[src/rtl/timer_irq_ctrl_pkg.sv]
// timer_irq_pkg: shared constants and types for the timer/interrupt controller.
//   REG_*          word offsets from BASE_ADDR of the register map
//   IRQ_NONE       IRQ number reported when no unmasked source is pending
//   bus_req_t      decoded bus access (accepted, write, word offset)
package timer_irq_pkg;

    localparam int REG_PENDING      = 0;
    localparam int REG_MASK         = 1;
    localparam int REG_TIMER_ENABLE = 2;
    localparam int REG_TIMER_MODE   = 3;
    // Timer i: RELOAD at REG_TIMER_BASE+2i, COUNT at REG_TIMER_BASE+2i+1
    localparam int REG_TIMER_BASE   = 4;

    localparam logic [7:0] IRQ_NONE = 8'd0;

    typedef struct packed {
        logic        hit;   // access accepted (address inside the map)
        logic        wr;    // accepted write
        logic [15:0] off;   // word offset from BASE_ADDR
    } bus_req_t;

endpackage

[src/rtl/timer_irq_ctrl_timer_channel.sv]
// timer_channel: one countdown timer.
//   I_clk, I_reset   clock, synchronous active-high reset
//   enable           count while set; clear freezes count
//   mode             0 one-shot, 1 auto-reload
//   reload           value reloaded on expiry in auto-reload mode
//   load, load_val   bus write strobe/value; wins over the decrement
//   count            current counter value
//   expire           high for the cycle in which count steps off 1
module timer_channel
#(
    parameter int WIDTH = 16
)
(
    input  logic             I_clk,
    input  logic             I_reset,
    input  logic             enable,
    input  logic             mode,
    input  logic [WIDTH-1:0] reload,
    input  logic             load,
    input  logic [WIDTH-1:0] load_val,
    output logic [WIDTH-1:0] count,
    output logic             expire
);

    // A load in the same cycle replaces the expiring step entirely.
    assign expire = enable && !load && (count == WIDTH'(1));

    always_ff @(posedge I_clk) begin
        if (I_reset) begin
            count <= '0;
        end else if (load) begin
            count <= load_val;
        end else if (expire) begin
            // reload==0 in auto-reload mode lands on 0 and idles there.
            count <= mode ? reload : '0;
        end else if (enable && count != '0) begin
            count <= count - WIDTH'(1);
        end
    end

endmodule

[src/rtl/timer_irq_ctrl.sv]
// timer_irq_ctrl: register-mapped interrupt controller with NUM_TIMERS
// countdown timers and NUM_EXT rising-edge external lines.
//   I_clk, I_reset            clock, synchronous active-high reset
//   I_exec/I_write/I_addr/I_data   bus access strobe, direction, address, data
//   O_data/O_data_ready       read data and one-cycle completion pulse
//   I_ext_irq                 external requests (edge detected)
//   I_irq_ack                 core acknowledge pulse
//   O_irq_active              any unmasked pending source
//   O_irq_num/O_irq_num_valid serviced IRQ number (source+1, 0 = none)
// Source s < NUM_EXT is external s, NUM_EXT+i is timer i; lower index wins.
module timer_irq_ctrl
    import timer_irq_pkg::*;
#(
    parameter int          NUM_TIMERS = 2,
    parameter int          NUM_EXT    = 2,
    parameter int          WIDTH      = 16,
    parameter logic [15:0] BASE_ADDR  = 16'hFF10
)
(
    input  logic               I_clk,
    input  logic               I_reset,
    input  logic               I_exec,
    input  logic               I_write,
    input  logic [15:0]        I_addr,
    input  logic [WIDTH-1:0]   I_data,
    output logic [WIDTH-1:0]   O_data,
    output logic               O_data_ready,
    input  logic [NUM_EXT-1:0] I_ext_irq,
    input  logic               I_irq_ack,
    output logic               O_irq_active,
    output logic [7:0]         O_irq_num,
    output logic               O_irq_num_valid
);

    localparam int NS        = NUM_EXT + NUM_TIMERS;
    localparam int MAP_WORDS = REG_TIMER_BASE + 2 * NUM_TIMERS;

    bus_req_t                              req;
    logic [NS-1:0]                         pending, mask, active_vec;
    logic [NS-1:0]                         set_vec, w1c_vec, ack_vec, ack_clr;
    logic [NUM_EXT-1:0]                    ext_prev;
    logic [NUM_TIMERS-1:0]                 tmr_en, tmr_mode, tmr_expire, tmr_load;
    logic [NUM_TIMERS-1:0][WIDTH-1:0]      tmr_reload, tmr_count;
    logic [WIDTH-1:0]                      rdata;
    logic [7:0]                            ack_num;

    // Addresses below BASE_ADDR wrap to a large offset and fall outside.
    assign req.off = I_addr - BASE_ADDR;
    assign req.hit = I_exec && (req.off < 16'(MAP_WORDS));
    assign req.wr  = req.hit && I_write;

    assign w1c_vec    = (req.wr && req.off == 16'(REG_PENDING)) ? I_data[NS-1:0] : '0;
    assign set_vec    = {tmr_expire, I_ext_irq & ~ext_prev};
    assign active_vec = pending & mask;
    assign ack_clr    = I_irq_ack ? ack_vec : '0;
    assign O_irq_active = |active_vec;

    // Priority encoder: descending scan so the lowest set index is kept.
    always_comb begin
        ack_vec = '0;
        ack_num = IRQ_NONE;
        for (int s = NS - 1; s >= 0; s--) begin
            if (active_vec[s]) begin
                ack_vec    = '0;
                ack_vec[s] = 1'b1;
                ack_num    = 8'(s + 1);
            end
        end
    end

    always_comb begin
        rdata = '0;
        if (req.off == 16'(REG_PENDING))           rdata[NS-1:0] = pending;
        else if (req.off == 16'(REG_MASK))         rdata[NS-1:0] = mask;
        else if (req.off == 16'(REG_TIMER_ENABLE)) rdata[NUM_TIMERS-1:0] = tmr_en;
        else if (req.off == 16'(REG_TIMER_MODE))   rdata[NUM_TIMERS-1:0] = tmr_mode;
        for (int i = 0; i < NUM_TIMERS; i++) begin
            if (req.off == 16'(REG_TIMER_BASE + 2 * i))     rdata = tmr_reload[i];
            if (req.off == 16'(REG_TIMER_BASE + 2 * i + 1)) rdata = tmr_count[i];
        end
    end

    for (genvar i = 0; i < NUM_TIMERS; i++) begin : g_tmr
        // Writing RELOAD or COUNT both load the counter with the written value.
        assign tmr_load[i] = req.wr && (req.off == 16'(REG_TIMER_BASE + 2 * i) ||
                                        req.off == 16'(REG_TIMER_BASE + 2 * i + 1));

        timer_channel #(.WIDTH(WIDTH)) u_ch (
            .I_clk    (I_clk),
            .I_reset  (I_reset),
            .enable   (tmr_en[i]),
            .mode     (tmr_mode[i]),
            .reload   (tmr_reload[i]),
            .load     (tmr_load[i]),
            .load_val (I_data),
            .count    (tmr_count[i]),
            .expire   (tmr_expire[i])
        );
    end

    always_ff @(posedge I_clk) begin
        if (I_reset) begin
            pending         <= '0;
            mask            <= '0;
            ext_prev        <= '0;
            tmr_en          <= '0;
            tmr_mode        <= '0;
            tmr_reload      <= '0;
            O_data          <= '0;
            O_data_ready    <= 1'b0;
            O_irq_num       <= IRQ_NONE;
            O_irq_num_valid <= 1'b0;
        end else begin
            ext_prev <= I_ext_irq;
            // New events are OR-ed in last so they beat a same-cycle clear.
            pending  <= (pending & ~w1c_vec & ~ack_clr) | set_vec;
            if (req.wr && req.off == 16'(REG_MASK))         mask     <= I_data[NS-1:0];
            if (req.wr && req.off == 16'(REG_TIMER_ENABLE)) tmr_en   <= I_data[NUM_TIMERS-1:0];
            if (req.wr && req.off == 16'(REG_TIMER_MODE))   tmr_mode <= I_data[NUM_TIMERS-1:0];
            for (int i = 0; i < NUM_TIMERS; i++) begin
                if (req.wr && req.off == 16'(REG_TIMER_BASE + 2 * i)) tmr_reload[i] <= I_data;
            end
            O_data_ready    <= req.hit;
            O_data          <= (req.hit && !I_write) ? rdata : '0;
            O_irq_num_valid <= I_irq_ack;
            if (I_irq_ack) O_irq_num <= ack_num;
        end
    end

endmodule

[config.mk]
export PLATFORM = sky130hd
export DESIGN_NAME = timer_irq_ctrl
export DESIGN_NICKNAME = d
export VERILOG_FILES = /design/src/rtl/timer_irq_ctrl_pkg.sv /design/src/rtl/timer_irq_ctrl_timer_channel.sv /design/src/rtl/timer_irq_ctrl.sv
export SDC_FILE = /design/constraint.sdc
export NUM_CORES = 1
export LEC_CHECK = 0
export ABC_AREA = 1
export CAP_MARGIN = 40
export CORE_UTILIZATION = 56
export DETAILED_ROUTE_END_ITERATION = 10
export GPL_TIMING_DRIVEN = 0
export MAX_ROUTING_LAYER = met4
export PLACE_DENSITY = 0.79
export SYNTH_ARGS = -nofsm -noshare
export SYNTH_HDL_FRONTEND = slang
export SYNTH_SLANG_ARGS = --single-unit
[constraint.sdc]
create_clock -name I_clk -period 3.4 [get_ports I_clk]
set_input_delay 0.51 -clock I_clk [delete_from_list [all_inputs] [get_ports I_clk]]
set_output_delay 0.51 -clock I_clk [all_outputs]
set_load 0.02 [all_outputs]
Yosys cells after proc, flatten, opt, wreduce, memory -nomap -nowiden

Index checks and enable logic that the tools add are counted.

Register bits: 104
Bits in latches: 0
Memory bits (writable): 0
ROM bits: 0
Bits of input ports: 39
Output and inout bits: 27
Word-level logic and storage cells: 91
Memories kept: 0

Add/subtract/negate cells: 3
Multiply operators: 0
Div/mod/pow operators: 0
Magnitude comparators: 1
Equal/unequal tests: 9
Shift-type cells: 0
Mux-type cells: 27
Bitwise operators: 9
Reduce and logical (&&, ||, !) cells: 29

Operator list:

| kind                     | number |
|---|---|
| $mux W16                 | 12 |
| $eq A16 B3 Y1 const B    | 4 |
| $eq A16 B1 Y1 const B    | 3 |
| $eq A16 B2 Y1 const B    | 2 |
| $reduce_bool A16 Y1      | 2 |
| $sub A16 B1 Y16 const B  | 2 |
| $mux W4                  | 7 |
| $mux W8                  | 3 |
| $logic_and A1 B1 Y1      | 17 |
| $logic_not A16 Y1        | 1 |
| $lt A16 B4 Y1 const B    | 1 |
| $sub A16 B16 Y16 const B | 1 |
| $and A4 B4 Y4            | 3 |
| $mux W2                  | 4 |
| $not A4 Y4               | 2 |
| $reduce_bool A3 Y1       | 2 |
| $or A4 B4 Y4             | 1 |
| $reduce_or A4 Y1         | 1 |
| $logic_not A1 Y1         | 3 |
| $mux W3                  | 1 |
| $and A2 B2 Y2            | 1 |
| $logic_or A1 B1 Y1       | 2 |
| $not A2 Y2               | 1 |
| $reduce_or A2 Y1         | 1 |
| $not A1 Y1               | 1 |

Longest topological paths before layout

Gate-level depths: netlist of run 1.

Word-level depth: 10
Mapped depth: 14
Depth with buffers taken out: 13

Cells and area by module

Synthesis of run 1 repeated with hierarchy kept, for this count alone.

Cell total of the unflattened synthesis: 953
Area total of the unflattened synthesis: 6297.3 um2

Modules (own cells, without submodules):

| module         | instances | cells an instance | area each (um2) | seq. area each (um2) |
|---|---|---|---|---|
| timer_channel  | 2         | 265               | 1584.0          | 320.3 |
| timer_irq_ctrl | 1         | 423               | 3129.3          | 1341.3 |

Worst setup path after synthesis of run 1

Ideal clock, no wire load.

Kind: input-to-reg
Start point: input port I_addr[14]
End point: register g_tmr[1].u_ch.count[5]
Setup time: 0.117 ns
Data arrival time: 1.781 ns
Data required time: 3.283 ns
Setup slack: 1.502 ns
Stages: 12
Buffers on the path: 1
Cells stage by stage: or2_1 -> nor2_1 -> nand2_1 -> nand2_4 -> nand3_2 -> inv_2 -> nand2_2 -> nand2_1 -> nor2_2 -> buf_4 -> nor2_1 -> nor2_1

Cells in the longest elaborated chain, start to end: 10
Elaborated cells between the ends (all ways): 14
Classes of those cells: 1 x add/sub; 1 x order compare; 2 x eq/ne; 2 x mux; 8 x reduce/logical

RTL lines:

| element                           | RTL line                           | text |
|---|---|---|
| start, declared                   | timer_irq_ctrl.sv:24               | `input logic [15:0] I_addr,` |
| $sub A16 B16 Y16 *                | timer_irq_ctrl.sv:48               | `assign req.off = I_addr - BASE_ADDR;` |
| $lt A16 B4 Y1                     | timer_irq_ctrl.sv:49               | `assign req.hit = I_exec && (req.off < 16'(MAP_WORDS));` |
| $logic_and A1 B1 Y1               | timer_irq_ctrl.sv:49               |  |
| $logic_and A1 B1 Y1               | timer_irq_ctrl.sv:50               | `assign req.wr = req.hit && I_write;` |
| $logic_and A1 B1 Y1 *             | timer_irq_ctrl.sv:85               | `assign tmr_load[i] = req.wr && (req.off == 16'(REG_TIMER_BASE + 2 * i) \|\|` |
| $logic_not A1 Y1                  | timer_irq_ctrl_timer_channel.sv:26 | `assign expire = enable && !load && (count == WIDTH'(1));` |
| $logic_and A1 B1 Y1 (2 in series) | timer_irq_ctrl_timer_channel.sv:26 |  |
| $mux W16                          | timer_irq_ctrl_timer_channel.sv:33 | `end else if (expire) begin` |
| $mux W16                          | timer_irq_ctrl_timer_channel.sv:31 | `end else if (load) begin` |
| end signal, assigned              | timer_irq_ctrl_timer_channel.sv:32 | `count <= load_val;` |
| end signal, assigned              | timer_irq_ctrl_timer_channel.sv:35 | `count <= mode ? reload : '0;` |
| end signal, assigned              | timer_irq_ctrl_timer_channel.sv:37 | `count <= count - WIDTH'(1);` |
| end, declared                     | timer_irq_ctrl_timer_channel.sv:21 | `output logic [WIDTH-1:0] count,` |

Mark *: on every way between the ends. The rest lies on a longest branch, timed or not.
A chain may end at the register's enable or synchronous reset.

Worst setup path after layout of run 1

Start point: input port I_addr[4]
End point: register O_data[11]

Cells in the longest elaborated chain, start to end: 6
Elaborated cells between the ends (all ways): 14
Classes of those cells: 1 x add/sub; 1 x order compare; 4 x eq/ne; 4 x mux; 1 x bitwise; 3 x reduce/logical

RTL lines:

| element                                                       | RTL line                                    | text |
|---|---|---|
| $sub A16 B16 Y16 *                                            | timer_irq_ctrl.sv:48                        |  |
| $lt A16 B4 Y1 or $eq A16 B3 Y1 (tied branches)                | timer_irq_ctrl.sv:49, timer_irq_ctrl.sv:78  |  |
| $logic_and A1 B1 Y1 or $mux W16 (tied branches)               | timer_irq_ctrl.sv:49, timer_irq_ctrl.sv:78  |  |
| $logic_and A1 B1 Y1 or $mux W16 (tied branches)               | timer_irq_ctrl.sv:124, timer_irq_ctrl.sv:79 |  |
| $not A1 Y1 (no source line) or $mux W16 (tied branches)       | -                                           |  |
| $reduce_or A2 Y1 (no source line) or $mux W16 (tied branches) | -                                           |  |
| end signal, assigned                                          | timer_irq_ctrl.sv:124                       | `O_data <= (req.hit && !I_write) ? rdata : '0;` |
| end, declared                                                 | timer_irq_ctrl.sv:26                        | `output logic [WIDTH-1:0] O_data,` |

Marks and branches as above.

==> flow_metrics.tcl, run 1 <==
set metrics [dict create \
    status "completed" \
    seqCellArea_mm2 0.001982 \
    slew_viol_final 0 \
    multi_input_area_mm2 0.003267 \
    r2r-end "g_tmr[0].u_ch.count[7]" \
    slowest_delay_ns 0.45 \
    synth_top_family_by_area "simple AND/OR/NAND/NOR gates" \
    n_antenna_cell 0 \
    vdd_ir_drop_max_mv 0.2952 \
    p_total_uw 2157 \
    power.leakage_uw 0.002944 \
    ant_nets 0 \
    drive_above_1_share_pct 7.623 \
    end_kind "flop" \
    maxCapViolCount 0 \
    yosysSeqAreaShare_pct 33.12 \
    yosysTopAreaCellShare_pct 33.12 \
    ctsHoldBuffers 0 \
    fin_tns_setup_ns 0 \
    fp.coreArea_mm2 0.01032 \
    via_per_inst 5.665 \
    grtUsageTotal_pct 34.06 \
    path_class "input pin to flop" \
    clk_latency_ns 0.39 \
    drc_errors 0 \
    slew_headroom_pct 49.38 \
    synthDistinctLibCells 42 \
    antenna_found_initial 0 \
    cts-root-buf "clkbuf_8" \
    cp_slowest_cell "clkdlybuf4s50_1" \
    min_to "pending[0]" \
    synth_edf_count 0 \
    post_drt_wl_per_cell_um 15.81 \
    areaGrowthSynthToFinish_pct 16.60 \
    grt_pass1_wl_mm 28.64 \
    yosysTopAreaCell "dfxtp_1" \
    synth_compound_area_share_pct 17.81 \
    fp.dieW_um 105.4 \
    path_max_fanout 10 \
    worstPathCellList "clkdlybuf4s50_1 -> or2_1 -> nor2_1 -> nand2_1 -> nand2_4 -> nand2_1 -> nor2_1 -> inv_1 -> clkbuf_1 -> o221ai_1 -> nor2_1" \
    cp_common_cell "nor2_1" \
    instances_no_fill 1133 \
    numCtsBuffers 9 \
    clk_pin_slew_ns 0.09 \
    hold_class "flop to flop" \
    crit_arrival_ns 2.60 \
    worst_pin_slew_ns 0.7594 \
    worst-r2r-cell-count 10 \
    cts_tree "built" \
    nNetsFinal 1035 \
    ys_ff_latch 99 \
    clock_skew_ns 0.01247 \
    async_flop_share_pct 0 \
    synth-simple-area-share_pct 33.72 \
    wirelength_mm 17.91 \
    fin_crit_sh_pct 68.56 \
    fin_util_pct 67.59 \
    fmax_mhz 429.0 \
    dpl.cell_count 1117 \
    clk_path_buf_depth 2 \
    synthAdderAreaFrac_pct 0.8363 \
    hold_depth 1 \
    hold_path.startpoint "ext_prev[0]" \
    core.rowCount 37 \
    cts_setup_buffers 0 \
    portBuffers 59 \
    fin_crit_ns 2.331 \
    first_pass_iters 5 \
    htree_levels 3 \
    globalplace.congestion 0.9287 \
    mostFrequentLayoutCells "nand2_1, nor2_1, inv_1" \
    grt_max_degree 17 \
    grt_pass1_vias 5603 \
    syn_area_per_cell_um2 6.519 \
    grt.overflow.total 0 \
    drtIter0Drc 525 \
    regToRegSetupSlack_ns 1.35 \
    startpoint "I_addr[4]" \
    fillCellCount 991 \
    synthXorXnorAreaFrac_pct 1.903 \
    start_util_pct 57.97 \
    via_count 6419 \
    cp-start-kind "input pin" \
    final_common_cell "nand2_1" \
    rr_startpoint "g_tmr[0].u_ch.count[0]" \
    synth_ff_type "dfxtp_1" \
    p_per_area_mw_per_mm2 309.2 \
    synthMuxAreaShare_pct 0 \
    worstPathRequired_ns 3.67 \
    post_cts_resized 0 \
    yosys-top-cells-area "dfxtp_1, nand2_1, nor2_1" \
    cts_sinks 99 \
    dp.final_hpwl_mm 13.73 \
    die_y_um 105.4 \
    hold_viol_final 0 \
    rsz0062_at_grt "false" \
    synthCells 918 \
    syn-cell-area_mm2 0.005984 \
    die-area_mm2 0.01110 \
    setup-violations-final 0 \
    ys_warn_count 0 \
    io-pin-count 66 \
]
layout make-up:
| cell class | count | share of cell area (%) |
|---|---|---|
| clock buffers | 10 | 1.829 |
| inverters | 131 | 7.119 |
| flip-flops and latches | 99 | 28.40 |
| plain buffers | 44 | 3.640 |
| clock inverters | 6 | 1.291 |
| repair buffers | 59 | 8.463 |
| well taps | 136 | 2.439 |
| multi-input cells | 648 | 46.82 |
per-layer routing:
layer / track usage [%] / wire, um / up-vias
li1: - / - / 3157
met1: 45.28 / 8090 / 2960
met2: 53.05 / 8209 / 270
met3: 6.308 / 1271 / 32
met4: 9.356 / 337 / 0
met5: - / 0 / -
cell families after synthesis:
| logic type | count (synthesis) |
|---|---|
| other cells | 1 |
| xor+xnor | 13 |
| flops | 99 |
| simple gates | 443 |
| buf+inv | 175 |
| fa+ha+maj | 4 |
| compound gates | 183 |
synthesized netlist by cell type, types with 2 or more instances:
cell and n:
nor2_1 125, nand3_1 68, nand2_2 6, or2_0 2, o21ai_0 60, o21ai_1 22, inv_1 123, nand4_1 19
nand2_1 168, a21oi_1 50, nor2_4 3, o211ai_1 5, nand2_4 3, xor2_1 12, nand3_2 4, inv_2 7
ha_1 4, clkbuf_1 19, o31ai_1 2, nor3_1 26, buf_6 5, o221ai_1 12, buf_4 11, buf_2 8
o32ai_1 2, nor2_2 6, nand3b_1 5, nand3_4 2, a211oi_1 28, dfxtp_1 99
stage by stage:
step / setup WS (ns) / hold WS, ns / instance area, um^2
after floorplan: 1.502 / 0.4131 / 6000
after global placement: 0.7334 / 0.4180 / 6760
after detailed placement: 0.7174 / 0.4224 / 6760
after CTS: 1.135 / 0.4371 / 6978
after global routing: 0.9610 / 0.4620 / 6978
final: 1.069 / 0.4329 / 6978
worst max-delay path by stage:
stage,end
after floorplan,g_tmr[1].u_ch.count[5]
after global placement,g_tmr[0].u_ch.count[12]
after detailed placement,g_tmr[0].u_ch.count[12]
after CTS,g_tmr[0].u_ch.count[12]
after global routing,g_tmr[0].u_ch.count[12]
final,O_data[11]
power by group:
group / switching, uW / internal [uW] / leakage [uW]
sequential: 3.36 / 1160 / 0.000799
combinational: 78.4 / 57.9 / 0.00204
clock: 438 / 416 / 0.000106
total: 520 / 1640 / 0.00294
critical path, delay by kind of cell:
family,cells,cell delay [ns]
AO/OA/AOI/OAI,1,0.29
buffers and inverters,3,0.92
AND/OR/NAND/NOR,7,0.87
registers in the layout, indices dropped and copies added (netlist names):
name              flops
g_tmr.u_ch.count     32
tmr_reload           32
O_data               16
mask                  4
pending               4
O_irq_num             3
ext_prev              2
tmr_en                2
tmr_mode              2
O_data_ready          1
O_irq_num_valid       1
(Power assumes the default switching activity.)
==> run 2: changes to the inputs <==
- clock period: 3.4 -> 2.3 ns (I/O delays scaled with it)
==> results of run 2 <==
The final DEF is identical to that of run 1. Status: completed.
Among the figures that moved: setup slack after placement 0.7174 ns -> -0.2176 ns; setup slack after layout 1.069 ns -> 0.1339 ns; register-to-register setup slack 1.35 ns -> 0.25 ns; total power 2157 uW -> 3189 uW; worst IR drop on VDD 0.2952 mV -> 0.4365 mV
==> patch (config.mk and constraints of run 1) <==
Set the parameter `NUM_TIMERS` to 1 (it was 2).
--- a/src/rtl/timer_irq_ctrl.sv
+++ b/src/rtl/timer_irq_ctrl.sv
@@ -11,7 +11,7 @@
 module timer_irq_ctrl
     import timer_irq_pkg::*;
 #(
-    parameter int          NUM_TIMERS = 2,
+    parameter int          NUM_TIMERS = 1,
     parameter int          NUM_EXT    = 2,
     parameter int          WIDTH      = 16,
     parameter logic [15:0] BASE_ADDR  = 16'hFF10
Function: changed (Yosys sat finds a counterexample within 4 cycles, from zero or initial values and one cycle with I_reset high).
==> patch against run 1 <==
Highest routed layer unchanged. Die area fell by 40%. Worst setup slack improved by 120 ps. Wire length fell by 46%. First-iteration DRC count fell by 31%. Sequential cell count fell by 37. Hold slack improved by 10 ps. Area after synthesis fell by 41%. Utilization rose by 6.1 points. Cell area fell by 37%. Total power fell by 31%. Critical path depth fell by 1. Maximum frequency rose by 5.6%. Via count fell by 42%.
==> patch: results (changes against run 1) <==
Pre-CTS setup slack: 880 ps (+163 ps)
CP peak stage delay: 550 ps (+100 ps)
DR WL met3: 947 um (-25%)
Clk pwr share: 0.438 (+0.042)
Main area contributors after synthesis: dfxtp_1 35%, nand2_1 12%, nand3_1 7.4%, nor2_1 6.9%, a21oi_1 6.4%
# fillers: 516 (-48%)
Clk cell area share: 0.0448 (+0.0136)
Synth Area in Adders: 0.00710 (-0.00126)
Metal-1 WL: 4.56 mm (-44%)
Sequential fraction of the synthesis area: 0.352 (+0.0212)
Pleak: 1.85 nW (-37%)
I/O Buffers: 58 (-1.7%)
RePlAce Congestion: 0.930 (+0.11%)
Routed vias: 3754 (-42%)
Top cells by count, synth: 115 x nand2_1, 65 x nor2_1, 62 x dfxtp_1
Post-synth ARST share: 0 (unchanged)
Synth cell types: 36 (-14%)
Initial antenna violation count: 0 (unchanged)
Multi-In Gates: 387 (-40%)
Crit path DAT: 2490 ps (-110 ps)
Syn. warnings: 0 (unchanged)
Crit-path slowest cell: clkdlybuf4s50_1
Clk_skew: 12.7 ps (+0.258 ps)
Buffer share of cell area: 0.169 (+0.0477)
First DRT Iteration DRCs: 363 (-31%)
Met2 usage: 0.463 (-0.0672)
Count of non-CTS buffers in the layout: 86 (-17%)
Mux contribution to synthesized area: 0 (unchanged)
Synth Area in Compound Gates: 0.150 (-0.0286)
Layout cells sized above 1: 0.0959 (+0.0197)
Sink Count: 62 (-37%)
Fraction of area in multi-input gates: 0.429 (-0.0389)
H-tree depth: 3 (unchanged)
Inverters, non-clock: 64 (-51%)
Power per cell area: 338 nW/um2 (+9.5%)
Clock buffer count from CTS: 9 (unchanged)
M1 GR Usage: 0.461 (+0.00793)
CTS max path bufs: 2 (unchanged)
Largest registers: O_data: 16 flops, g_tmr.u_ch.count: 16 flops, tmr_reload: 16 flops
Global Route met3 Usage: 0.0573 (-0.00578)
Maximum vdd drop: 317 uV (+7.2%)
Largest net degree at the start of global routing: 13 (-4)
Seq. cell area: 1240 um2 (-37%)
ANT cells: 0 (unchanged)
Total GRT Usage: 0.328 (-0.0128)
Drt wl/cell: 14.1 um (-11%)
Met2 wire len: 4.13 mm (-50%)
Worst skew pair latency: 360 ps (-30 ps)
First-pass GRT wire length: 15.7 mm (-45%)
Switching share of total power: 0.246 (+0.00489)
Logic pwr share: 0.071 (+0.008)
Clock-pin transition on the worst setup and hold timing paths: 80 ps
Outcome: completed
Nets@finish: 651 (-37%)
DP Wirelength: 7.58 mm (-45%)
Vias in the first global route: 3371 (-40%)
CTS root buf: clkbuf_8
Synth Area in XOR/XNOR: 0.0199 (+0.000868)
patch: cell count changes in the layout (fill, tap and decap cells not counted), sizes merged, moves of 9 or more:
| cell | run 1 | this run |
|---|---|---|
| inv | 130 | 63 |
| nor2 | 135 | 71 |
| nand2 | 177 | 121 |
| dfxtp | 99 | 62 |
| o21ai | 83 | 50 |
| a211oi | 28 | 0 |
| nor3 | 27 | 2 |
| nand3 | 74 | 56 |
| nand4 | 19 | 5 |
| o221ai | 12 | 0 |
| clkbuf | 29 | 19 |
| nand3b | 5 | 14 |
patch: kinds of logic (layout without fill, tap and decap cells):
kind of cell               Yosys count  after routing
DFF                                 62             62
buffers and inverters               92            166
other                                1              6
adders and majority gates            2              2
and+or+nand+nor                    270            270
xor gates and xnor gates             8              8
AOI/OAI and AO/OA                  101            101
patch: metrics by stage:
| step | instances | cell area, um2 | utilization |
|---|---|---|---|
| 2_1_floorplan | 541 | 3540 | - |
| 3_3_place_gp | 674 | 4220 | 0.704 |
| 3_5_place_dp | 674 | 4220 | 0.704 |
| 4_1_cts | 690 | 4410 | 0.737 |
| 5_1_grt | 690 | 4410 | 0.737 |
| 6_report | 690 | 4410 | 0.737 |
patch: path summary, 6_finish.rpt:
kind	startpoint	endpoint	slack, ps	depth (start not counted)
min reg2reg	ext_prev[1]$_SDFF_PP0_	pending[1]$_SDFF_PP0_	440	1
max	I_addr[0]	O_data[5]$_SDFF_PP0_	1190	10
min	ext_prev[1]$_SDFF_PP0_	pending[1]$_SDFF_PP0_	440	1
max reg2reg	g_tmr[0].u_ch.count[0]$_SDFFE_PP0P_	g_tmr[0].u_ch.count[7]$_SDFFE_PP0P_	1410	11
patch: critical path: cells and delay by family:
kind / cells / cell delay (ps)
simple gates: 4 / 650
buf+inv: 5 / 1130
compound gates: 1 / 190
